<file path="src/rtl/cdb_arbiter.sv">
// cdb_arbiter -- common data bus producer for the out-of-order core.
//
// Each functional unit pushes completed results into its own small FIFO.
// Every cycle a round-robin arbiter picks one non-empty FIFO, pops its head
// and drives it as a registered broadcast (valid, value, rs tag) that the
// register file and reservation stations use to clear renamed entries.
//
// Ports:
//   clk            rising-edge clock
//   rst            synchronous, active-high reset (priority over everything)
//   flush_i        pipeline flush: drops all buffered and in-flight results
//   req_valid_i    per unit: a completed result is presented
//   req_value_i    per unit: result value
//   req_rs_i       per unit: rs tag of the result
//   req_ready_o    per unit: buffer can accept this cycle
//   bcast_valid_o  broadcast valid
//   bcast_value_o  broadcast value
//   bcast_rs_o     broadcast rs tag
//
// Optional build macro: CDB_BYPASS_EN
//   When defined, a request arriving at an empty FIFO competes in the same
//   cycle and, if it wins, is broadcast one cycle later without being stored.
//   When undefined, push-to-broadcast latency is always two cycles.

package cdb_pkg;
    typedef enum logic [2:0] {
        RS_NONE   = 3'd0,
        RS_ALU0   = 3'd1,
        RS_ALU1   = 3'd2,
        RS_MUL    = 3'd3,
        RS_DIV    = 3'd4,
        RS_LOAD   = 3'd5,
        RS_STORE  = 3'd6,
        RS_BRANCH = 3'd7
    } e_functional_unit;
endpackage

module cdb_arbiter
    import cdb_pkg::*;
#(
    parameter int unsigned DATA_WIDTH = 64,
    parameter int unsigned NUM_UNITS  = 4,
    parameter int unsigned FIFO_DEPTH = 2
) (
    input  logic                  clk,
    input  logic                  rst,
    input  logic                  flush_i,
    input  logic [NUM_UNITS-1:0]  req_valid_i,
    input  logic [DATA_WIDTH-1:0] req_value_i [NUM_UNITS],
    input  e_functional_unit      req_rs_i    [NUM_UNITS],
    output logic [NUM_UNITS-1:0]  req_ready_o,
    output logic                  bcast_valid_o,
    output logic [DATA_WIDTH-1:0] bcast_value_o,
    output e_functional_unit      bcast_rs_o
);
    localparam int unsigned UW = $clog2(NUM_UNITS);
    localparam int unsigned SW = UW + 1;
    localparam int unsigned PW = $clog2(FIFO_DEPTH);
    localparam int unsigned CW = $clog2(FIFO_DEPTH + 1);
    localparam logic [CW-1:0] FULL = CW'(FIFO_DEPTH);
    localparam logic [UW-1:0] LAST = UW'(NUM_UNITS - 1);

    logic [DATA_WIDTH-1:0] mem_value [NUM_UNITS][FIFO_DEPTH];
    e_functional_unit      mem_rs    [NUM_UNITS][FIFO_DEPTH];
    logic [PW-1:0]         head      [NUM_UNITS];
    logic [PW-1:0]         tail      [NUM_UNITS];
    logic [CW-1:0]         count     [NUM_UNITS];
    logic [UW-1:0]         rr_ptr;

    logic [NUM_UNITS-1:0]  push;
    logic [NUM_UNITS-1:0]  cand;
    logic [NUM_UNITS-1:0]  pop;
    logic [NUM_UNITS-1:0]  store;
    logic                  found;
    logic                  bypass;
    logic [UW-1:0]         winner;
    logic [UW-1:0]         idx;
    logic [SW-1:0]         sum;
    logic [DATA_WIDTH-1:0] sel_value;
    e_functional_unit      sel_rs;

    // Ready looks only at the registered count, never at a same-cycle pop.
    always_comb begin
        for (int unsigned i = 0; i < NUM_UNITS; i++) begin
            req_ready_o[i] = (count[i] != FULL) && !flush_i;
            push[i]        = req_valid_i[i] && req_ready_o[i];
`ifdef CDB_BYPASS_EN
            cand[i]        = (count[i] != '0) || push[i];
`else
            cand[i]        = (count[i] != '0);
`endif
        end
    end

    always_comb begin
        found     = 1'b0;
        winner    = '0;
        idx       = '0;
        sum       = '0;
        bypass    = 1'b0;
        // Scan circularly starting at rr_ptr; first candidate wins.
        for (int unsigned k = 0; k < NUM_UNITS; k++) begin
            sum = {1'b0, rr_ptr} + SW'(k);
            if (sum >= SW'(NUM_UNITS)) begin
                sum = sum - SW'(NUM_UNITS);
            end
            idx = sum[UW-1:0];
            if (!found && cand[idx]) begin
                found  = 1'b1;
                winner = idx;
            end
        end
        sel_value = mem_value[winner][head[winner]];
        sel_rs    = mem_rs[winner][head[winner]];
`ifdef CDB_BYPASS_EN
        // An empty FIFO can only be a candidate through its incoming request.
        if (count[winner] == '0) begin
            bypass    = found;
            sel_value = req_value_i[winner];
            sel_rs    = req_rs_i[winner];
        end
`endif
        for (int unsigned i = 0; i < NUM_UNITS; i++) begin
            pop[i]   = found && (winner == UW'(i)) && !bypass;
            store[i] = push[i] && !(bypass && (winner == UW'(i)));
        end
    end

    always_ff @(posedge clk) begin
        if (rst) begin
            for (int unsigned i = 0; i < NUM_UNITS; i++) begin
                head[i]  <= '0;
                tail[i]  <= '0;
                count[i] <= '0;
            end
            rr_ptr        <= '0;
            bcast_valid_o <= 1'b0;
            bcast_value_o <= '0;
            bcast_rs_o    <= RS_NONE;
        end else if (flush_i) begin
            // The entry arbitrated this cycle is dropped; value/rs hold.
            for (int unsigned i = 0; i < NUM_UNITS; i++) begin
                head[i]  <= '0;
                tail[i]  <= '0;
                count[i] <= '0;
            end
            rr_ptr        <= '0;
            bcast_valid_o <= 1'b0;
        end else begin
            for (int unsigned i = 0; i < NUM_UNITS; i++) begin
                if (store[i]) begin
                    mem_value[i][tail[i]] <= req_value_i[i];
                    mem_rs[i][tail[i]]    <= req_rs_i[i];
                    tail[i]               <= tail[i] + PW'(1);
                end
                if (pop[i]) begin
                    head[i] <= head[i] + PW'(1);
                end
                count[i] <= count[i] + CW'(store[i]) - CW'(pop[i]);
            end
            bcast_valid_o <= found;
            if (found) begin
                bcast_value_o <= sel_value;
                bcast_rs_o    <= sel_rs;
                rr_ptr        <= (winner == LAST) ? '0 : winner + UW'(1);
            end
        end
    end
endmodule

</file>
<file path="config.mk">
export PLATFORM = sky130hd
export DESIGN_NAME = cdb_arbiter
export DESIGN_NICKNAME = d
export VERILOG_FILES = /design/src/rtl/cdb_arbiter.sv
export SDC_FILE = /design/constraint.sdc
export NUM_CORES = 1
export LEC_CHECK = 0
export BUFFER_PORTS_ARGS = -buffer_cell sky130_fd_sc_hd__clkbuf_2
export CAP_MARGIN = 40
export CORE_MARGIN = 2
export CORE_UTILIZATION = 30
export DETAILED_ROUTE_END_ITERATION = 7
export PLACE_DENSITY = 0.5
export SLEW_MARGIN = 20
export SYNTH_ARGS = -nofsm -noshare
export SYNTH_HDL_FRONTEND = slang
export SYNTH_SLANG_ARGS = --single-unit
</file>
<file path="constraint.sdc">
create_clock -name clk -period 8.21 [get_ports clk]
set_input_delay 0.821 -clock clk [delete_from_list [all_inputs] [get_ports clk]]
set_output_delay 0.821 -clock clk [all_outputs]
set_load 0.05 [all_outputs]
</file>
==> results of run 1 <==
## cells in the final DEF, fill, tap and decap left out, drive strengths merged, types with 5 or more instances in the layout
master  count
bufinv      9
nand2       8
edfxtp    548
mux2i     268
ha         12
dfxtp      74
and2       10
nor3        7
inv        18
nor2       14
xnor2       5
diode       6
clkbuf    449
clkinv     20
o21bai     67
a221oi     67
xor2        5
nor3b       7
a21oi       6
buf        42
mux2      134
conb        6
## layer usage
layer  wire [um]  vias to the layer above  share of wire
li1            -                     6120              -
met2       34300                      295           0.51
met5          92                        -         0.0014
met4        1600                       14          0.024
met1       28100                     6690           0.42
met3        2980                      108          0.045
## logic make-up after synthesis
family,count (synthesis)
other cells,1
flops,622
mux,402
xor+xnor,10
fa+ha+maj,12
compound gates,146
simple gates,57
buf+inv,96
## final timing paths
kind                startpoint                end  slack (ns)
max                count[3][1]        count[3][1]        4.94
min            req_value_i[99]   mem_value[2][35]        0.40
max reg2reg        count[3][1]        count[3][1]        4.94
min reg2reg  bcast_value_o[39]  bcast_value_o[39]        0.54
## final cells by class
class                           count  share of cell area
Clock buffer                      104              0.0685
Antenna cell                        6            0.000493
Clock inverter                     33              0.0146
Timing Repair Buffer              387              0.0717
Tap cell                         1070              0.0439
Multi-Input combinational cell    633               0.210
Sequential cell                   622               0.589
Inverter                           16             0.00197
## per-stage QoR
stage / instances / worst slack, ns / hold WS, ns
detailed placement: 2725 / 4.92 / 0.521
floorplan: 1351 / 0.768 / 0.494
global placement: 2718 / 4.56 / 0.525
global route: 2871 / 4.59 / 0.360
CTS: 2862 / 4.89 / 0.345
finish: 2871 / 4.94 / 0.397
## registers in the layout, indices dropped and copies added (netlist names)
name / cells
mem_value: 512
rr_ptr: 2
mem_rs: 24
bcast_value_o: 64
bcast_rs_o: 3
head: 4
count: 8
bcast_valid_o: 1
tail: 4
## worst register-to-register path: stages, from the launching register on
cell      delay [ns]
edfxtp_1        0.46
o21ai_0         0.19
o31a_1          0.18
a22o_4          0.13
buf_4           0.38
buf_16          0.30
inv_1           0.12
ha_1            0.20
and2_1          0.15
ha_1            0.27
inv_1           0.07
ha_1            0.17
xor2_1          0.19
xnor2_1         0.14
nor2_1          0.05
## power groups by stage
| stage | clock [W] | combinational [W] | sequential, W |
|---|---|---|---|
| after global routing | 0.00360 | 0.00136 | 0.00364 |
| after CTS | 0.00348 | 0.00130 | 0.00363 |
| after global placement | 0 | 0.00126 | 0.00370 |
| final | 0.00338 | 0.00127 | 0.00363 |
| after floorplan | 0 | 0.000722 | 0.00387 |
| after detailed placement | 0 | 0.00129 | 0.00370 |
==> impl_results.md, run 1 <==
* Tightest Pin Transition at 0.769 ns
* Busiest grt layer: met2
* Synth Area in XOR/XNOR at 0.00353
* TritonCTS buffer count at 74
* Post-route ant nets at 0
* Vias in the first global route at 14100
* Int Power at about 0.0061 W
* Slew HR at 0.487
* DR vias at 13200
* Largest stage delay on the critical path at between 0.4 and 0.5 ns
* Reg2reg path depth at 14
* DRT iter0 DRCs at 697
* Final net count at 2021
* Cts repair resizes at 0
* Register area share after synthesis at 0.724
* Post-synth top area cell: edfxtp_1
* Clk_lat worst skew at 0.61 ns
* # rows at 105
* CP max stage cell: edfxtp_1
* CP max FO at 39
* Antenna violations before repair at 15
* Final period util at 0.398
* Post-CTS Hold Buffers at 0
* Synth Register Bits at 622
* Final instance area at 30500 um2
* Mapped Area at 24800 um2
* TritonCTS Sinks at a little over 600
* Layout Utilization at 0.372
* Async S/R FF share, synth at 0
* TritonRoute pass-1 iters at 4
* Outcome: finished clean
* Area of the multi-input gates at 6410 um2
* Synth area leaders: edfxtp_1 66%, mux2i_1 11%, dfxtp_1 6.0%
* Initial Util at 0.302
* Setup_tns at 0 ns
* Compound-gate portion of the synthesized area at 0.0576
* Placer Congestion at between 0.7 and 0.8
* Dpl cell area at roughly 28000 um2
* Worst-path clk slew at 0.06 ns
* Crit-path cells: o21ai_0, o31a_1, a22o_4, buf_4, buf_16, inv_1, ha_1, and2_1, ha_1, inv_1, ha_1, xor2_1, xnor2_1, nor2_1
* Top Ports at around 350
* Max-slew violations at 0
* Clk root buf: clkbuf_16
* Postcts setup bufs at 0
* Gr ovfl total at 0
* Vias/cell at 4.61
* Post-synthesis adder-cell area fraction at 0.00606
* Final setup fails at 0
* Share of the synthesized area in the top cell type at 0.664
* Avg Cell Area, Syn at 18.4 um2
* H-tree depth at 3
* Chip Width at 291 um
* Die height at 291 um
* CP required at 8.56 ns
* CTS tree: done
* Leak at 11.0 nW
* Startpoint types: register
* Unique masters post-synth at 39
* Worst ir drop on vdd at between 0.00015 and 0.0002 V
* Synth cell count leaders: 548 x edfxtp_1, 268 x mux2i_1, 94 x mux2_2, 74 x dfxtp_1, 67 x o21bai_1
* Global Route met1 Usage at 0.188
* Routed len/inst at 23.3 um
* Switching Share at 0.260
* Post-synth EDFFs at ~550
* RSZ-0062 raised after global routing: false
* Count leader, synth: edfxtp_1
* Area growth, synth to finish at 23.0%
* Met3 usage at 0.0344
* Largest net degree at the start of global routing at 50
* Crit-path leading delay family: buffers and inverters
* Post-Syn Instances at between 1000 and 1500
* Mux share of post-synthesis cell area at 0.175
* DRC violations left at 0
* Maxcap violations at 0
* Crit path depth at 14
* DRT Wirelength at 67.0 mm
* Total Routing Usage GR at 0.156
* Hold path depth at 1
* Share of cells above drive strength 1 at 0.388
* Ys Warns at 0
* Reg power frac at 0.438
* Hpwl dp at ~44 mm
* Clk buf depth at 3
* Maximum clock frequency at 0.306 GHz
* Worst endpoint data arrival time at 3.62 ns
* Post-Route Skew at 0.0225 ns
* Wire length of the first global-routing pass at 96.7 mm
* Clock power frac at 0.408
* Simple logic cell fraction of the synthesized area at 0.0126
* Cell Pwr Density at 272 nW/um2
* Top cell by count, worst path: ha_1
* FF/Latch Area at 17900 um2
* Fillcell total at 7750
* Final Hold Vio Count at 0
* NetSw at ~0.0022 W
* WS Path Type: reg -> reg
* Min cycle time layout at 3.27 ns
* Number of port buffers at 346
* CP bufs+invs at 4
* Core Footprint at roughly 82000 um2
* Total power at 0.00828 W
* Met2 Usage GRT at 0.275
* Crit. End Element: register
* Post-synth top flop: edfxtp_1
* DIE AREA at 84900 um2
* Comb pwr share at 0.153
* Largest family of logic cells by synthesized area: multiplexers
* Hold crit path type: in -> reg
Note: power is estimated with default switching activity, not from simulation.
==> run 2, diff against run 1 <==
ABC_AREA = 1   (was default)
PLACE_DENSITY = 0.51   (was 0.5)
clock period = 2.95 ns   (was 8.21 ns; I/O delays follow)
==> impl_results.md, run 2 <==
* Most frequent cells in the layout: 764 x nand2_1, 548 x edfxtp_1, 496 x inv_1
* Count leader, synth: nand2_1
* Largest family of logic cells by synthesized area: simple AND/OR/NAND/NOR gates
* # rows at 111 (+5.7%)
* Largest stage delay on the critical path at 0.40 ns (-0.06 ns)
* Setup_tns at 0 ns (unchanged)
* Final Hold Vio Count at 0 (unchanged)
* Clk root buf: clkbuf_16
* TritonRoute pass-1 iters at 5 (+1)
* Ys Warns at 0 (unchanged)
* Compound-gate portion of the synthesized area at 0.00345 (-0.0542)
* Mux share of post-synthesis cell area at 0 (-0.175)
* Worst ir drop on vdd at 0.00119 V (+570%)
* H-tree depth at 3 (unchanged)
* Share of cells above drive strength 1 at 0.172 (-0.216)
* Leak at 16.4 nW (+49%)
* Area growth, synth to finish at 32.1%
* Avg Cell Area, Syn at 9.96 um2 (-46%)
* Die height at 307 um (+5.4%)
* Post-synth top flop: edfxtp_1
* CP required at 3.44 ns (-5.12 ns)
* Post-synth top area cell: edfxtp_1
* Antenna violations before repair at 11 (-4)
* Tightest Pin Transition at 0.745 ns (-0.0246 ns)
* CP bufs+invs at 3 (-1)
* Register area share after synthesis at 0.651 (-0.0732)
* Async S/R FF share, synth at 0 (unchanged)
* Dpl cell area at 30900 um2 (+11%)
* DRC violations left at 0 (unchanged)
* CP max FO at 4 (-90%)
* Placer Congestion at 0.746 (-1.8%)
* Chip Width at 307 um (+5.4%)
* Simple logic cell fraction of the synthesized area at 0.239 (+0.227)
* Crit. End Element: register
* Top Ports at 347 (unchanged)
* Layout Utilization at 0.399 (+0.0268)
* Post-Route Skew at 0.0208 ns (-0.00169 ns)
* Share of the synthesized area in the top cell type at 0.597 (-0.0672)
* Final setup fails at 0 (unchanged)
* Post-Syn Instances at 2768 (+110%)
* Routed len/inst at 18.8 um (-19%)
* Mapped Area at 27600 um2 (+11%)
* Hold crit path type: in -> reg
* Vias in the first global route at 20200 (+43%)
* Slew HR at 0.503 (+0.0164)
* Total power at 0.0376 W (+350%)
* Gr ovfl total at 0 (unchanged)
* Clk_lat worst skew at 0.64 ns (+0.03 ns)
* Largest register FFs at 512 (unchanged)
* Worst endpoint data arrival time at 3.32 ns (-0.30 ns)
* Outcome: finished clean
* Crit-path leading delay family: simple AND/OR/NAND/NOR gates
* Post-route ant nets at 0 (unchanged)
* RSZ-0062 raised after global routing: true
* DIE AREA at 94300 um2 (+11%)
* TritonCTS buffer count at 76 (+2.7%)
* Min cycle time layout at 2.83 ns (-0.436 ns)
* Post-synth EDFFs at 548 (unchanged)
* Synth area leaders: edfxtp_1 60%, nand2_1 11%, nand3_1 8.8%
* Final worst slack at 0.118 ns (-4.82 ns)
* Maxcap violations at 0 (unchanged)
* Initial Util at 0.302 (-0.000596)
* TritonCTS Sinks at 622 (unchanged)
* Vias/cell at 4.49 (-2.6%)
* Synth Register Bits at 622 (unchanged)
* Worst-path clk slew at 0.06 ns (about the same)
* Hpwl dp at 51.6 mm (+18%)
* Synth Area in XOR/XNOR at 0.00218 (-0.00136)
* Internal reg-to-reg setup slack at 0.12 ns (-4.82 ns)
* Cell Pwr Density at 1030 nW/um2 (+280%)
* DRT iter0 DRCs at 1221 (+75%)
* Unique masters post-synth at 30 (-23%)
* Final net count at 3666 (+81%)
* CTS tree: done
* Place WS at 0.0657 ns (-4.85 ns)
* Number of port buffers at 346 (unchanged)
* DRT Wirelength at 87.2 mm (+30%)
* Startpoint types: register
* Final instance area at 36400 um2 (+19%)
* Maximum clock frequency at 0.353 GHz (+15%)
* Total Routing Usage GR at 0.182 (+0.0264)
* WS Path Type: reg -> reg
* Final period util at 0.960 (+0.562)
* Wire length of the first global-routing pass at 128 mm (+32%)
* Most common cell after layout, fill and taps aside: nand2_1
* Max-slew violations at 0 (unchanged)
* Core Footprint at 91400 um2 (+11%)
* Clk buf depth at 3 (unchanged)
* Post-synthesis adder-cell area fraction at 0.00545 (-0.000613)
* Synth cell count leaders: 772 x nand2_1, 548 x edfxtp_1, 499 x inv_1, 482 x nand3_1, 134 x nand3b_1
* Crit-path cells: nor2_2, buf_4, nand2_1, nand2_1, nand2_1, nand2_2, nand4_1, a21oi_4, ha_1, inv_1, nor2_1, ha_1, inv_1, ha_1, xnor2_1, or2_2, a21oi_2
* CP max stage cell: edfxtp_1
* DR vias at 20800 (+57%)
* Largest net degree at the start of global routing at 120 (+140%)
## run 2: cell types whose count changed after synthesis, moves of 67 or more
cell      change
buf_2        +78
o21bai_1     -67
mux2i_1     -268
nand3b_1    +134
mux2_2       -94
nand3_1     +482
nand2_1     +764
inv_1       +484
## run 2: final timing paths
| path | start | endpoint | cells after the start |
|---|---|---|---|
| worst min-delay path | flush_i | head[2] | 2 |
| worst max register to register | count[1][1] | count[0][1] | 17 |
| worst max-delay path | count[1][1] | count[0][1] | 17 |
| worst min register to register | head[2] | head[2] | 2 |
## run 2: routing by layer
layer	vias up	part of all wire	track usage
li1	10200	-	-
met1	10000	0.45	0.238
met2	446	0.49	0.309
met3	112	0.044	0.0318
met4	16	0.019	0.0525
met5	-	0.0012	0
## run 2: final cells by class
class | count | area [um2]
clock buffer | 94 | 2050
fill | 8991 | 55000
tap | 1186 | 1480
inverter | 503 | 1890
antenna | 3 | 7.51
multi-input combinational | 1489 | 7140
timing repair buffer | 687 | 5310
sequential | 622 | 17900
clock inverter | 48 | 599
## run 2: power breakdown
group          switching [W]  total [W]  leakage, nW  internal [W]
sequential          0.000345     0.0106         5.61        0.0103
combinational         0.0119     0.0172         9.53       0.00535
clock                0.00386    0.00982         1.30       0.00596
total                 0.0161     0.0376         16.4        0.0216
## run 2: metrics by stage
step / hold slack, ns / std cells
detailed placement: 0.487 / 4215
floorplan: 0.394 / 2773
finish: 0.0609 / 4632
global route: 0.0464 / 4631
global placement: 0.485 / 4215
CTS: 0.0107 / 4626
## run 2: what timing repair did
action / in CTS / in global routing
resized for setup: 0 / 31
endpoints found under the setup margin: 0 / 63
hold buffers: 269 / 0
hold endpoints to repair: 537 / 0
setup buffers: 0 / 3
## run 2: cells by family after synthesis
| group | Yosys count |
|---|---|
| compound gates | 18 |
| other cells | 1 |
| simple gates | 1447 |
| xor+xnor | 6 |
| buf+inv | 662 |
| fa+ha+maj | 12 |
| flops | 622 |
==> run 3, diff against run 2 <==
ABC_AREA = default   (was 1)
PLACE_DENSITY = 0.52   (was 0.51)
==> impl_results.md, run 3 (synthesis results as in run 1) <==
* Reg power frac at 0.445 (+0.163)
* Internal reg-to-reg setup slack at 0.24 ns (+0.12 ns)
* Setup crit end: count[0][1]
* Max-slew violations at 0 (unchanged)
* Wire length of the first global-routing pass at 103 mm (-19%)
* Area of the multi-input gates at 6560 um2 (-8.2%)
* FF/Latch Area at 17900 um2 (about the same)
* Cell Pwr Density at 684 nW/um2 (-34%)
* Top Ports at 347 (unchanged)
* Final net count at 2287 (-38%)
* Most common cell after layout, fill and taps aside: edfxtp_1
* H-tree depth at 3 (unchanged)
* # rows at 105 (-5.4%)
* Int Power at 0.0166 W (-23%)
* Final setup fails at 0 (unchanged)
* Post-Route Skew at 0.0187 ns (-0.00211 ns)
* Number of port buffers at 346 (unchanged)
* Clk root buf: clkbuf_16
* Clk buf depth at 3 (unchanged)
* Fillcell total at 7567 (-16%)
* Comb pwr share at 0.174 (-0.283)
* Switching Share at 0.266 (-0.161)
* Die height at 291 um (-5.1%)
* Largest net degree at the start of global routing at 60 (-50%)
* Worst R2R Start: count[0][1]
* CP required at 3.28 ns (-0.16 ns)
* CTS tree: done
* Non-Filler Instances at 3130 (-32%)
* Worst endpoint data arrival time at 3.04 ns (-0.28 ns)
* TritonCTS Sinks at 622 (unchanged)
* Crit path launch: count[0][1]
* DRT iter0 DRCs at 728 (-40%)
* Final Hold Vio Count at 0 (unchanged)
* Worst reg2reg endpoint: count[0][1]
* Vias/cell at 4.59 (+2.2%)
* Chip Width at 291 um (-5.1%)
* Final period util at 0.918 (-0.0423)
* NetSw at 0.00602 W (-62%)
* Vias in the first global route at 15800 (-22%)
* DRC violations left at 0 (unchanged)
* Total Routing Usage GR at 0.165 (-0.0176)
* Clock power frac at 0.380 (+0.119)
* DIE AREA at 84900 um2 (-10%)
* Antenna violations before repair at 5 (-6)
* DRT Wirelength at 70.4 mm (-19%)
* TritonRoute pass-1 iters at 5 (unchanged)
* Clk_lat worst skew at 0.60 ns (-0.04 ns)
* Placed instance count at 2725 (-35%)
* Routed len/inst at 22.5 um (+19%)
* Leak at 12.1 nW (-27%)
* DR vias at 14400 (-31%)
* Min cycle time layout at 2.71 ns (-0.125 ns)
* Slew HR at 0.499 (-0.00465)
* TritonCTS buffer count at 71 (-6.6%)
* Maximum clock frequency at 0.369 GHz (+4.6%)
* Worst-path clk slew at 0.06 ns (about the same)
* Area growth, synth to finish at 33.7%
* CP max FO at 4 (unchanged)
* Worst ir drop on vdd at 0.000426 V (-64%)
* Initial Util at 0.302 (+0.000596)
* Placer Congestion at 0.771 (+3.3%)
* Hold crit path type: in -> reg
* Tightest Pin Transition at 0.752 ns (+0.00698 ns)
* Startpoint types: register
* Gr ovfl total at 0 (unchanged)
* Reg2reg path depth at 13 (-4)
* Core Footprint at 82000 um2 (-10%)
* WS Path Type: reg -> reg
* Crit. End Element: register
* Hpwl dp at 42.2 mm (-18%)
* Maxcap violations at 0 (unchanged)
* Share of cells above drive strength 1 at 0.339 (+0.167)
* Largest register FFs at 512 (unchanged)
* RSZ-0062 raised after global routing: false
* Most frequent cells in the layout: 548 x edfxtp_1, 345 x clkbuf_2, 268 x mux2i_1, 268 x dlygate4sd3_1, 94 x mux2_2
* Post-route ant nets at 0 (unchanged)
* WHS at 0.0777 ns (+0.0168 ns)
* Outcome: finished clean
-- run 3: worst min-delay path by stage --
stage / start / to / slack, ns / depth (start not counted)
floorplan: req_rs_i[9] / mem_rs[0][0] / 0.39 / 0
global placement: req_value_i[127] / mem_value[2][127] / 0.48 / 1
detailed placement: req_value_i[82] / mem_value[2][82] / 0.49 / 1
CTS: req_valid_i[1] / tail[1] / 0.03 / 3
global route: req_valid_i[1] / tail[1] / 0.08 / 3
finish: req_valid_i[1] / tail[1] / 0.08 / 3
-- run 3: per-layer routing --
metal / track usage / vias up / wire length, um
met5: 0 / - / 19
met4: 0.0479 / 4 / 1440
met3: 0.0307 / 97 / 3080
met2: 0.290 / 340 / 35500
met1: 0.205 / 7271 / 30400
li1: - / 6644 / -
-- run 3: power by group through the flow --
stage / registers (W) / clock network [W] / logic (W)
global placement: 0.0103 / 0 / 0.00364
detailed placement: 0.0103 / 0 / 0.00368
finish: 0.0101 / 0.00862 / 0.00395
CTS: 0.0101 / 0.00892 / 0.00400
floorplan: 0.0108 / 0 / 0.00203
global route: 0.0101 / 0.00922 / 0.00422
-- run 3: stage by stage --
step | cell area [um2] | util | worst slack (ns) | total power [W] | TNS, ns
6_report | 33100 | 0.404 | 0.243 | 0.0227 | 0
5_1_grt | 33100 | 0.404 | 0.0310 | 0.0236 | 0
4_1_cts | 33100 | 0.403 | 0.134 | 0.0230 | 0
3_5_place_dp | 28100 | 0.343 | 0.130 | 0.0140 | 0
3_3_place_gp | 28100 | 0.343 | 0.200 | 0.0139 | 0
2_1_floorplan | 25000 | - | -0.260 | 0.0128 | -77.51
-- run 3: worst max-delay path, stage by stage (launching register included) --
cell      delay [ns]
edfxtp_1        0.43
nor2_4          0.20
o221ai_1        0.14
a21oi_1         0.24
and2_4          0.19
inv_1           0.05
ha_1            0.20
and2_1          0.15
ha_1            0.27
inv_1           0.04
ha_1            0.20
xor2_1          0.16
xnor2_1         0.13
nor2_1          0.06
-- run 3: cell type report --
| cell class | instances | area share |
|---|---|---|
| Clock buffer | 103 | 0.0603 |
| Inverter | 16 | 0.00181 |
| Multi-Input combinational cell | 633 | 0.198 |
| Timing Repair Buffer | 656 | 0.150 |
| Antenna cell | 3 | 0.000227 |
| Sequential cell | 622 | 0.542 |
| Tap cell | 1070 | 0.0404 |
| Clock inverter | 27 | 0.00820 |
-- run 3: what timing repair did --
item,4_1_cts,5_1_grt
setup endpoints to repair,0,3
resized for setup,0,4
endpoints found under the hold margin,536,0
hold buffers,268,0
setup buffers,0,3
